===== config.mk =====
export PLATFORM = sky130hd
export DESIGN_NAME = ddr_rr_arb
export DESIGN_NICKNAME = d
export VERILOG_FILES = /design/src/rtl/ddr_arb_pkg.sv /design/src/rtl/ddr_rr_pick.sv /design/src/rtl/ddr_rr_arb.sv
export SDC_FILE = /design/constraint.sdc
export NUM_CORES = 1
export LEC_CHECK = 0
export ABC_CLOCK_PERIOD_IN_PS = 3650
export CAP_MARGIN = 20
export CORE_AREA = 4 4 226 228
export DETAILED_ROUTE_END_ITERATION = 8
export DIE_AREA = 0 0 230 232
export HOLD_SLACK_MARGIN = 0.05
export PLACE_DENSITY = 0.57
export SETUP_SLACK_MARGIN = 0.1
export SLEW_MARGIN = 20
export SYNTH_ARGS = -nofsm -noshare
export SYNTH_HDL_FRONTEND = slang
export SYNTH_HIERARCHICAL = 1
export SYNTH_SLANG_ARGS = --single-unit

===== constraint.sdc =====
create_clock -name clk -period 3.65 [get_ports clk]
set_input_delay 0.73 -clock clk [delete_from_list [all_inputs] [get_ports clk]]
set_output_delay 0.73 -clock clk [all_outputs]
set_load 0.02 [all_outputs]

===== src/rtl/ddr_arb_pkg.sv =====
// rtl/ddr_arb_pkg.sv - shared types, widths and helpers for the DDR round-robin arbiter
//
// Purpose: arbiter FSM state encoding, Avalon-MM DDR port widths, default
//          channel count and the read-burst clamp helper.
// Ports:   none (package)
package ddr_arb_pkg;

  localparam int DDR_AW       = 29;   // 64-bit word address
  localparam int DDR_DW       = 64;
  localparam int DDR_BEW      = 8;
  localparam int BURST_W      = 8;
  localparam int DEF_NCH      = 3;
  localparam int DEF_MAXBURST = 128;

  typedef enum logic [1:0] {
    IDLE  = 2'd0,
    CMD   = 2'd1,
    RDATA = 2'd2
  } arb_state_t;

  // A zero burst still moves one beat; anything above maxb is cut to maxb.
  function automatic logic [BURST_W-1:0] clamp_burst(input logic [BURST_W-1:0] b,
                                                     input int                  maxb);
    if (b == '0)
      return BURST_W'(1);
    if (int'(b) > maxb)
      return BURST_W'(maxb);
    return b;
  endfunction

endpackage


===== src/rtl/ddr_rr_pick.sv =====
// rtl/ddr_rr_pick.sv - combinational rotate-and-priority-encode grant picker
//
// Purpose: return the first pending channel found when searching upward
//          from (i_last+1) mod NCH, wrapping around to i_last itself.
// Ports:
//   i_pending  in  NCH  channels with an outstanding request
//   i_last     in  LW   index of the most recent grant
//   o_grant    out LW   selected channel (0 when none pending)
//   o_valid    out 1    at least one channel pending
module ddr_rr_pick #(
  parameter int NCH = 3,
  parameter int LW  = (NCH > 1) ? $clog2(NCH) : 1
) (
  input  logic [NCH-1:0] i_pending,
  input  logic [LW-1:0]  i_last,
  output logic [LW-1:0]  o_grant,
  output logic           o_valid
);

  logic [LW-1:0] w_idx;

  always_comb begin
    o_valid = 1'b0;
    o_grant = '0;
    w_idx   = '0;
    // i runs 1..NCH so the last grant is considered last of all.
    for (int i = 1; i <= NCH; i++) begin
      w_idx = LW'((int'(i_last) + i) % NCH);
      if (!o_valid && i_pending[w_idx]) begin
        o_valid = 1'b1;
        o_grant = w_idx;
      end
    end
  end

endmodule


===== src/rtl/ddr_rr_arb.sv =====
// rtl/ddr_rr_arb.sv - round-robin arbiter sharing one Avalon-MM DDR port
//
// Purpose: serve NCH toggle-handshake clients (read bursts, single-beat
//          masked writes) over one 64-bit DDR port, one command at a time.
// Ports:
//   clk, reset                      clock, synchronous active-high reset
//   ram_waitrequest                 in   Avalon stall
//   ram_read/ram_write              out  command, held until accepted
//   ram_burstcnt/addr/writedata/byteenable  out  registered command fields
//   ram_readdata/ram_read_ready     in   read beat return
//   ch_addr/burst/we/wdata/be       in   packed per-channel request fields
//   ch_req/ch_ack                   toggle handshake (pending when different)
//   ch_data/ch_ready                out  registered read beat + owner strobe
module ddr_rr_arb
  import ddr_arb_pkg::*;
#(
  parameter int NCH      = DEF_NCH,
  parameter int MAXBURST = DEF_MAXBURST
) (
  input  logic                   clk,
  input  logic                   reset,
  input  logic                   ram_waitrequest,
  output logic [BURST_W-1:0]     ram_burstcnt,
  output logic [DDR_AW-1:0]      ram_addr,
  output logic                   ram_read,
  output logic                   ram_write,
  output logic [DDR_DW-1:0]      ram_writedata,
  output logic [DDR_BEW-1:0]     ram_byteenable,
  input  logic [DDR_DW-1:0]      ram_readdata,
  input  logic                   ram_read_ready,
  input  logic [NCH*DDR_AW-1:0]  ch_addr,
  input  logic [NCH*BURST_W-1:0] ch_burst,
  input  logic [NCH-1:0]         ch_we,
  input  logic [NCH*DDR_DW-1:0]  ch_wdata,
  input  logic [NCH*DDR_BEW-1:0] ch_be,
  input  logic [NCH-1:0]         ch_req,
  output logic [NCH-1:0]         ch_ack,
  output logic [DDR_DW-1:0]      ch_data,
  output logic [NCH-1:0]         ch_ready
);

  localparam int LW = (NCH > 1) ? $clog2(NCH) : 1;

  arb_state_t         r_state,    w_state_nxt;
  logic [LW-1:0]      r_last,     w_last_nxt;
  logic [LW-1:0]      r_grant,    w_grant_nxt;
  logic               r_read,     w_read_nxt;
  logic               r_write,    w_write_nxt;
  logic [BURST_W-1:0] r_burstcnt, w_burstcnt_nxt;
  logic [BURST_W-1:0] r_cnt,      w_cnt_nxt;
  logic [DDR_AW-1:0]  r_addr,     w_addr_nxt;
  logic [DDR_DW-1:0]  r_wdata,    w_wdata_nxt;
  logic [DDR_BEW-1:0] r_be,       w_be_nxt;
  logic [NCH-1:0]     r_ack,      w_ack_nxt;
  logic [DDR_DW-1:0]  r_data,     w_data_nxt;
  logic [NCH-1:0]     r_ready,    w_ready_nxt;

  logic [NCH-1:0]     w_pending;
  logic [LW-1:0]      w_pick;
  logic               w_pick_valid;

  logic [DDR_AW-1:0]  w_addr_arr  [NCH];
  logic [BURST_W-1:0] w_burst_arr [NCH];
  logic [DDR_DW-1:0]  w_wdata_arr [NCH];
  logic [DDR_BEW-1:0] w_be_arr    [NCH];

  for (genvar g = 0; g < NCH; g++) begin : g_unpack
    assign w_addr_arr[g]  = ch_addr[g*DDR_AW +: DDR_AW];
    assign w_burst_arr[g] = ch_burst[g*BURST_W +: BURST_W];
    assign w_wdata_arr[g] = ch_wdata[g*DDR_DW +: DDR_DW];
    assign w_be_arr[g]    = ch_be[g*DDR_BEW +: DDR_BEW];
  end

  // Comparing against our own ack keeps the channel in service invisible
  // until its ack toggles, even if the client has already re-toggled req.
  assign w_pending = ch_req ^ r_ack;

  ddr_rr_pick #(
    .NCH (NCH),
    .LW  (LW)
  ) u_pick (
    .i_pending (w_pending),
    .i_last    (r_last),
    .o_grant   (w_pick),
    .o_valid   (w_pick_valid)
  );

  always_comb begin
    w_state_nxt    = r_state;
    w_last_nxt     = r_last;
    w_grant_nxt    = r_grant;
    w_read_nxt     = r_read;
    w_write_nxt    = r_write;
    w_burstcnt_nxt = r_burstcnt;
    w_cnt_nxt      = r_cnt;
    w_addr_nxt     = r_addr;
    w_wdata_nxt    = r_wdata;
    w_be_nxt       = r_be;
    w_ack_nxt      = r_ack;
    w_data_nxt     = r_data;
    w_ready_nxt    = '0;

    unique case (r_state)
      IDLE: begin
        if (w_pick_valid) begin
          w_grant_nxt = w_pick;
          w_last_nxt  = w_pick;
          w_addr_nxt  = w_addr_arr[w_pick];
          w_wdata_nxt = w_wdata_arr[w_pick];
          if (ch_we[w_pick]) begin
            w_write_nxt    = 1'b1;
            w_burstcnt_nxt = BURST_W'(1);
            w_be_nxt       = w_be_arr[w_pick];
          end else begin
            w_read_nxt     = 1'b1;
            w_burstcnt_nxt = clamp_burst(w_burst_arr[w_pick], MAXBURST);
            w_be_nxt       = '1;
          end
          w_state_nxt = CMD;
        end
      end

      CMD: begin
        if (!ram_waitrequest) begin
          w_read_nxt  = 1'b0;
          w_write_nxt = 1'b0;
          if (r_write) begin
            w_ack_nxt[r_grant] = ~r_ack[r_grant];
            w_state_nxt        = IDLE;
          end else begin
            w_cnt_nxt   = '0;
            w_state_nxt = RDATA;
          end
        end
      end

      RDATA: begin
        if (ram_read_ready) begin
          w_data_nxt           = ram_readdata;
          w_ready_nxt[r_grant] = 1'b1;
          w_cnt_nxt            = r_cnt + BURST_W'(1);
          // Ack is registered with the same edge as the final ch_ready,
          // so the client sees both in the same cycle.
          if (r_cnt == r_burstcnt - BURST_W'(1)) begin
            w_ack_nxt[r_grant] = ~r_ack[r_grant];
            w_state_nxt        = IDLE;
          end
        end
      end

      default: w_state_nxt = IDLE;
    endcase
  end

  always_ff @(posedge clk) begin
    if (reset) begin
      r_state    <= IDLE;
      r_last     <= LW'(NCH - 1);
      r_grant    <= '0;
      r_read     <= 1'b0;
      r_write    <= 1'b0;
      r_burstcnt <= BURST_W'(1);
      r_cnt      <= '0;
      r_addr     <= '0;
      r_wdata    <= '0;
      r_be       <= '1;
      r_ack      <= '0;
      r_data     <= '0;
      r_ready    <= '0;
    end else begin
      r_state    <= w_state_nxt;
      r_last     <= w_last_nxt;
      r_grant    <= w_grant_nxt;
      r_read     <= w_read_nxt;
      r_write    <= w_write_nxt;
      r_burstcnt <= w_burstcnt_nxt;
      r_cnt      <= w_cnt_nxt;
      r_addr     <= w_addr_nxt;
      r_wdata    <= w_wdata_nxt;
      r_be       <= w_be_nxt;
      r_ack      <= w_ack_nxt;
      r_data     <= w_data_nxt;
      r_ready    <= w_ready_nxt;
    end
  end

  assign ram_read       = r_read;
  assign ram_write      = r_write;
  assign ram_burstcnt   = r_burstcnt;
  assign ram_addr       = r_addr;
  assign ram_writedata  = r_wdata;
  assign ram_byteenable = r_be;
  assign ch_ack         = r_ack;
  assign ch_data        = r_data;
  assign ch_ready       = r_ready;

endmodule


==> results.py, run 1 <==
metrics = {
    "status": {
        "outcome": "finished, final reports clean",
    },
    "cts": {
        "clk_pin_slew_worst_paths_ns": 0.07,
        "clock_sinks": 194,
        "cts_tree": "done",
        "post_cts_buffers": 0,
        "root_buffer": "clkbuf_16",
        "cts_hold_buf": 0,
        "cts.htree.levels": 4,
        "clkLatencyLatePin_ns": 0.49,
        "clk_path_buf_depth": 2,
        "cts_buffers": 17,
        "ctsResizeCount": 0,
    },
    "timing": {
        "final.setup.worst_slack_ns": 0.581,
        "finalSetupViolCount": 0,
        "slew_headroom_pct": 51.9,
        "finalHoldViolations": 0,
        "timing.final.crit_share_pct": 84.1,
        "timing.fmax_mhz": 326,
        "fin_crit_ns": 3.07,
        "whs_ns": 0.454,
        "rsz0062_at_grt": "false",
        "final_max_slew_viol_count": 0,
        "skew_ns": 0.0231,
        "worst_pin_slew_ns": 0.722,
        "timing.setup.tns_ns": 0,
    },
    "job": {
        "cap_violations": 0,
    },
    "synth": {
        "yosys-top-cells-count": "nor2_1 (215), dfxtp_1 (194), nand2_1 (167), mux2i_1 (110), nor3_1 (98)",
        "seq_area_frac_synth_pct": 41.4,
        "synth_top_area_cell": "dfxtp_1",
        "synth_edf_count": 0,
        "post-synth-top-count-cell": "nor2_1",
        "syn_avg_cell_area_um2": 7.92,
        "synthCells": 1184,
        "synthFlopType": "dfxtp_1",
        "syn_area_mm2": 0.00938,
        "synth_cell_types": 53,
        "synth_seq_cells": 194,
        "ys_async_sr_fraction_pct": 0,
        "synth_top_area_share_pct": 41.4,
        "synth_area_leaders": "dfxtp_1 (41%), mux2i_1 (12%), nor2_1 (8.6%)",
        "synth_nets": 1589,
        "yosys_warnings": 6,
    },
    "power_and_ir_drop": {
        "ir_drop_v": 0.000364,
        "p_leak_nw": 5.85,
        "p_per_area_mw_per_mm2": 726,
        "power.total_mw": 12.0,
    },
    "placed_design": {
        "dp_hpwl_mm": 34.3,
        "dpl_worst_slack_ns": 0.0854,
        "dp.cells": 2354,
        "io_buffers": 581,
        "postPlaceCellArea_mm2": 0.0160,
        "gp_congestion": 0.872,
    },
    "global_routing": {
        "grt_pass1_wl_mm": 64.2,
        "antenna_found_initial": 2,
        "grt_pass1_vias": 10700,
        "grtUsageTotal_pct": 15.7,
        "grt_max_degree": 82,
        "gr-total-overflow": 0,
    },
    "worst_setup_path": {
        "cp_data_arrival_time_ns": 3.43,
        "regToRegStartpoint": "r_last[0]",
        "crit_type": "input port to flop",
        "crit_family": "simple AND/OR/NAND/NOR gates",
        "startpoint_type": "input port",
        "critPathLaunch": "ch_req[0]",
        "slowest_stage": "clkdlybuf4s50_1",
        "endpoint_kind": "flop",
        "cp_slowest_stage_delay_ns": 0.48,
        "worstPathRequired_ns": 4.01,
        "crit_buf_inv": 2,
        "cp_cell_sequence": "clkdlybuf4s50_1 -> xor2_1 -> nor2b_1 -> o21ai_0 -> a21oi_4 -> nor2b_4 -> nand2_1 -> o21ai_1 -> nor2_1 -> nor2_1 -> buf_4 -> nand2_1",
        "cp_max_fo": 13,
    },
    "routing": {
        "num_vias": 10400,
        "wl_per_cell_um": 18.1,
        "ant_nets": 0,
        "wirelength_mm": 43.2,
        "drcViolationCount": 0,
        "drtIter0Drc": 349,
        "detail_route.first_pass.iterations": 4,
        "viasPerCell": 4.35,
    },
    "worst_hold_path": {
        "holdCritPathClass": "flop to flop",
        "min-delay-start": "ch_data[39]",
    },
    "final_layout": {
        "final_core_util_pct": 33.9,
        "area_delta_synth_final_pct": 76.5,
        "design_area_mm2": 0.0166,
        "num-nets-final": 2114,
        "antenna-diode-count": 0,
        "drive_gt1_share_pct": 4.01,
        "fin_cells": 2386,
    },
    "floorplan": {
        "num_io_pins": 582,
        "initial_utilization_pct": 19.2,
        "dieHeight_um": 232,
        "core_mm2": 0.0488,
        "core.rowCount": 81,
        "die_area_mm2": 0.0534,
        "die_x_um": 230,
    },
}
-- path summary, 6_finish.rpt --
kind	end	slack, ns	depth (start not counted)
worst max-delay path	ram_byteenable[3]	0.58	12
worst min-delay path	ch_data[39]	0.45	2
worst max register to register	ram_burstcnt[0]	0.67	12
worst min register to register	ch_data[39]	0.45	2
-- where the power goes --
group          internal [mW]  switching, mW
Sequential              2.69          0.396
Combinational           3.06           4.01
Clock                  0.914          0.938
Total                   6.67           5.35
-- worst register-to-register path, stage by stage, from the launching register on --
cell and delay (ns):
dfxtp_1 0.47, inv_1 0.08, ha_1 0.38, a21oi_1 0.16, o21ai_0 0.15, a21oi_4 0.29, buf_12 0.20, mux2i_1 0.21
a2bb2oi_1 0.25, nand4_1 0.11, or4_1 0.40, o21ai_0 0.09, a211o_1 0.14
-- layer usage --
layer  global-route usage [%]  up-vias  part of all wire (%)
li1                         -     5150                     -
met4                     6.58        2                   3.5
met3                     5.21       67                   7.2
met1                     17.0     4760                    39
met2                     28.0      406                    50
met5                        0        -                 0.030
-- layout make-up --
type	instances	area [µm²]
sequential	194	3880
clock buffer	19	443
tap	664	831
multi-input combinational	885	5120
timing repair buffer	603	6120
inverter	8	30.0
clock inverter	13	125
fill	5183	32300
-- state kept, by name (all words and copies together) (netlist names) --
register        flops
ch_data            64
ram_writedata      64
ram_addr           29
r_cnt               8
ram_burstcnt        8
ram_byteenable      8
ch_ack              3
ch_ready            3
r_last              2
r_state             2
r_grant             1
ram_read            1
ram_write           1
-- placed cells by master (no fill, tap or decap), drive strengths merged, types with 3 or more instances in the layout --
cell	count
ha	4
a211oi	95
nand2b	10
o21ai	22
buf	23
nor2b	5
inv	12
xnor2	8
a21oi	79
nor3b	4
dfxtp	194
xor2	10
a2bb2oi	6
mux2i	110
nor3	98
nor4	3
nor2	215
nand3	3
clkinv	8
nand3b	5
clkdlybuf4s50	580
clkbuf	19
nand4	5
o211ai	9
nand2	167
-- cells by family after synthesis --
family          synth area share (%)
compound gates                  16.1
buf+inv                         4.44
xor+xnor                        1.68
flops                           41.4
simple gates                    24.0
fa+ha+maj                      0.654
mux                             11.7
(Power assumes the default switching activity.)
==> run 2, diff against run 1 <==
--- a/config.mk
+++ b/config.mk
@@ -5,13 +5,13 @@
 export SDC_FILE = /design/constraint.sdc
 export NUM_CORES = 1
 export LEC_CHECK = 0
-export ABC_CLOCK_PERIOD_IN_PS = 3650
+export ABC_CLOCK_PERIOD_IN_PS = 2700
 export CAP_MARGIN = 20
 export CORE_AREA = 4 4 226 228
 export DETAILED_ROUTE_END_ITERATION = 8
 export DIE_AREA = 0 0 230 232
 export HOLD_SLACK_MARGIN = 0.05
-export PLACE_DENSITY = 0.57
+export PLACE_DENSITY = 0.59
 export SETUP_SLACK_MARGIN = 0.1
 export SLEW_MARGIN = 20
 export SYNTH_ARGS = -nofsm -noshare
==> constraint.sdc (replaced) <==
create_clock -name clk -period 2.7 [get_ports clk]
set_input_delay 0.54 -clock clk [delete_from_list [all_inputs] [get_ports clk]]
set_output_delay 0.54 -clock clk [all_outputs]
set_load 0.02 [all_outputs]
==> results.py, run 2 (synthesis results as in run 1) <==
metrics = {
    "worst_setup_path": {
        "cp_data_arrival_time_ns": 2.95,
        "worstPathRequired_ns": 3.12,
        "cp_max_fo": 6,
        "endpoint_kind": "flop",
        "crit_type": "flop to flop",
        "startpoint_type": "flop",
    },
    "power_and_ir_drop": {
        "p_sw_share_pct": 41.7,
        "ir_drop_v": 0.000472,
        "p_comb_share_pct": 62.6,
        "p_int_mw": 11.0,
        "p_per_area_mw_per_mm2": 1050,
        "power_switching_mw": 7.84,
        "seq_power_share_pct": 21.9,
        "p_leak_nw": 6.51,
        "p_clk_share_pct": 15.5,
    },
    "final_layout": {
        "final_core_util_pct": 36.5,
        "area_delta_synth_final_pct": 90.2,
        "nFillCells": 5065,
        "num-nets-final": 2211,
        "final_common_cell": "clkdlybuf4s50_1",
        "drive_gt1_share_pct": 11.9,
        "mostFrequentLayoutCells": "clkdlybuf4s50_1 (577), nor2_1 (213), dfxtp_1 (191)",
    },
    "routing": {
        "ant_nets": 0,
        "drcViolationCount": 0,
        "detail_route.first_pass.iterations": 5,
        "num_vias": 10800,
        "wirelength_mm": 44.9,
        "viasPerCell": 4.36,
        "drtIter0Drc": 354,
        "wl_per_cell_um": 18.1,
    },
    "timing": {
        "skew_ns": 0.0107,
        "timing.final.crit_share_pct": 93.5,
        "fin_crit_ns": 2.52,
        "slew_headroom_pct": 53.4,
        "rsz0062_at_grt": "true",
        "finalHoldViolations": 0,
        "finalSetupViolCount": 0,
        "final_max_slew_viol_count": 0,
        "worst_pin_slew_ns": 0.699,
        "timing.fmax_mhz": 396,
        "whs_ns": 0.454,
        "timing.setup.tns_ns": 0,
    },
    "worst_hold_path": {
        "holdCritPathClass": "flop to flop",
    },
    "placed_design": {
        "dp_hpwl_mm": 35.3,
        "gp_congestion": 0.907,
        "io_buffers": 581,
    },
    "cts": {
        "clkLatencyLatePin_ns": 0.49,
        "root_buffer": "clkbuf_16",
        "clk_pin_slew_worst_paths_ns": 0.08,
        "cts_tree": "done",
        "clk_path_buf_depth": 2,
        "clock_sinks": 194,
        "cts_buffers": 17,
        "cts.htree.levels": 4,
    },
    "global_routing": {
        "grtUsageTotal_pct": 15.6,
        "grt_max_degree": 69,
        "grt_pass1_vias": 11100,
        "grt_use_met1_pct": 17.4,
        "use_met2_pct": 27.8,
        "gr-total-overflow": 0,
        "grt_use_met3_pct": 5.07,
        "busiest_layer": "met2",
        "antenna_found_initial": 6,
        "grt_pass1_wl_mm": 64.2,
    },
    "status": {
        "outcome": "finished, final reports clean",
    },
    "floorplan": {
        "die_area_mm2": 0.0534,
        "die_x_um": 230,
        "num_io_pins": 582,
        "initial_utilization_pct": 19.2,
        "dieHeight_um": 232,
        "core.rowCount": 81,
        "core_mm2": 0.0488,
    },
    "job": {
        "cap_violations": 0,
    },
}
==> run 2: cell types whose count changed in the layout (fill, tap and decap cells not counted), moves of 6 or more <==
cell      change
buf_4        +79
a211oi_1     -24
a211oi_2     +24
mux2i_1       -9
mux2i_2       +8
buf_12        +7
clkinv_4      -6
==> run 2: worst paths after layout <==
| path | end | slack [ns] | depth (start not counted) | start |
|---|---|---|---|---|
| max | ram_burstcnt[1] | 0.18 | 13 | r_last[1] |
| min | ch_data[60] | 0.45 | 2 | ch_data[60] |
| max reg2reg | ram_burstcnt[1] | 0.18 | 13 | r_last[1] |
| min reg2reg | ch_data[60] | 0.45 | 2 | ch_data[60] |
==> run 2: power by group through the flow <==
stage / combinational [mW] / clock, mW / sequential, mW
6_report: 11.8 / 2.91 / 4.12
5_1_grt: 12.7 / 3.14 / 4.22
2_1_floorplan: 4.88 / 0 / 4.96
3_3_place_gp: 11.1 / 0 / 4.15
3_5_place_dp: 11.2 / 0 / 4.18
4_1_cts: 11.2 / 3.07 / 4.13
==> run 2: final cells by class <==
type                    instances  area, µm²  area share (%)
repair buffers                700       7050            39.5
multi-input cells             885       5380            30.1
flip-flops and latches        194       3890            21.8
well taps                     664        831            4.66
clock buffers                  17        425            2.38
clock inverters                15        240            1.35
inverters                       8       30.0           0.168
diodes                          1       2.50          0.0140
==> run 2: through the flow <==
stage	setup slack, ns	power [mW]	cell area [µm²]	instances
3_3_place_gp	-0.629	15.2	16700	2437
6_report	0.175	18.8	17800	2484
4_1_cts	0.0451	18.4	17400	2469
2_1_floorplan	0.131	9.84	9400	1184
5_1_grt	0.00468	20.1	17800	2483
3_5_place_dp	-0.573	15.3	16700	2437
==> run 2: critical path: stages (launching register included) <==
cell,delay [ns]
dfxtp_2,0.34
buf_4,0.13
inv_1,0.09
ha_4,0.15
o21ai_0,0.09
buf_4,0.14
a21oi_4,0.21
buf_12,0.18
buf_4,0.21
mux2i_1,0.20
o21ai_1,0.12
buf_4,0.17
o41a_1,0.36
nor2_1,0.08
==> run 2: layer usage <==
layer	vias up	wire, µm	part of all wire (%)
met3	57	3090	6.9
met2	404	22700	51
li1	5352	-	-
met5	-	64	0.14
met1	5003	17800	40
met4	10	1200	2.7
==> run 2: repair_timing <==
action                     in CTS  in global routing
setup endpoints to repair      50                110
hold buffers                    0                  0
gates resized for setup         9                 59
hold endpoints to repair        0                  0
setup buffers                   0                  9
pin swaps                       0                  7
cloned                          0                  5
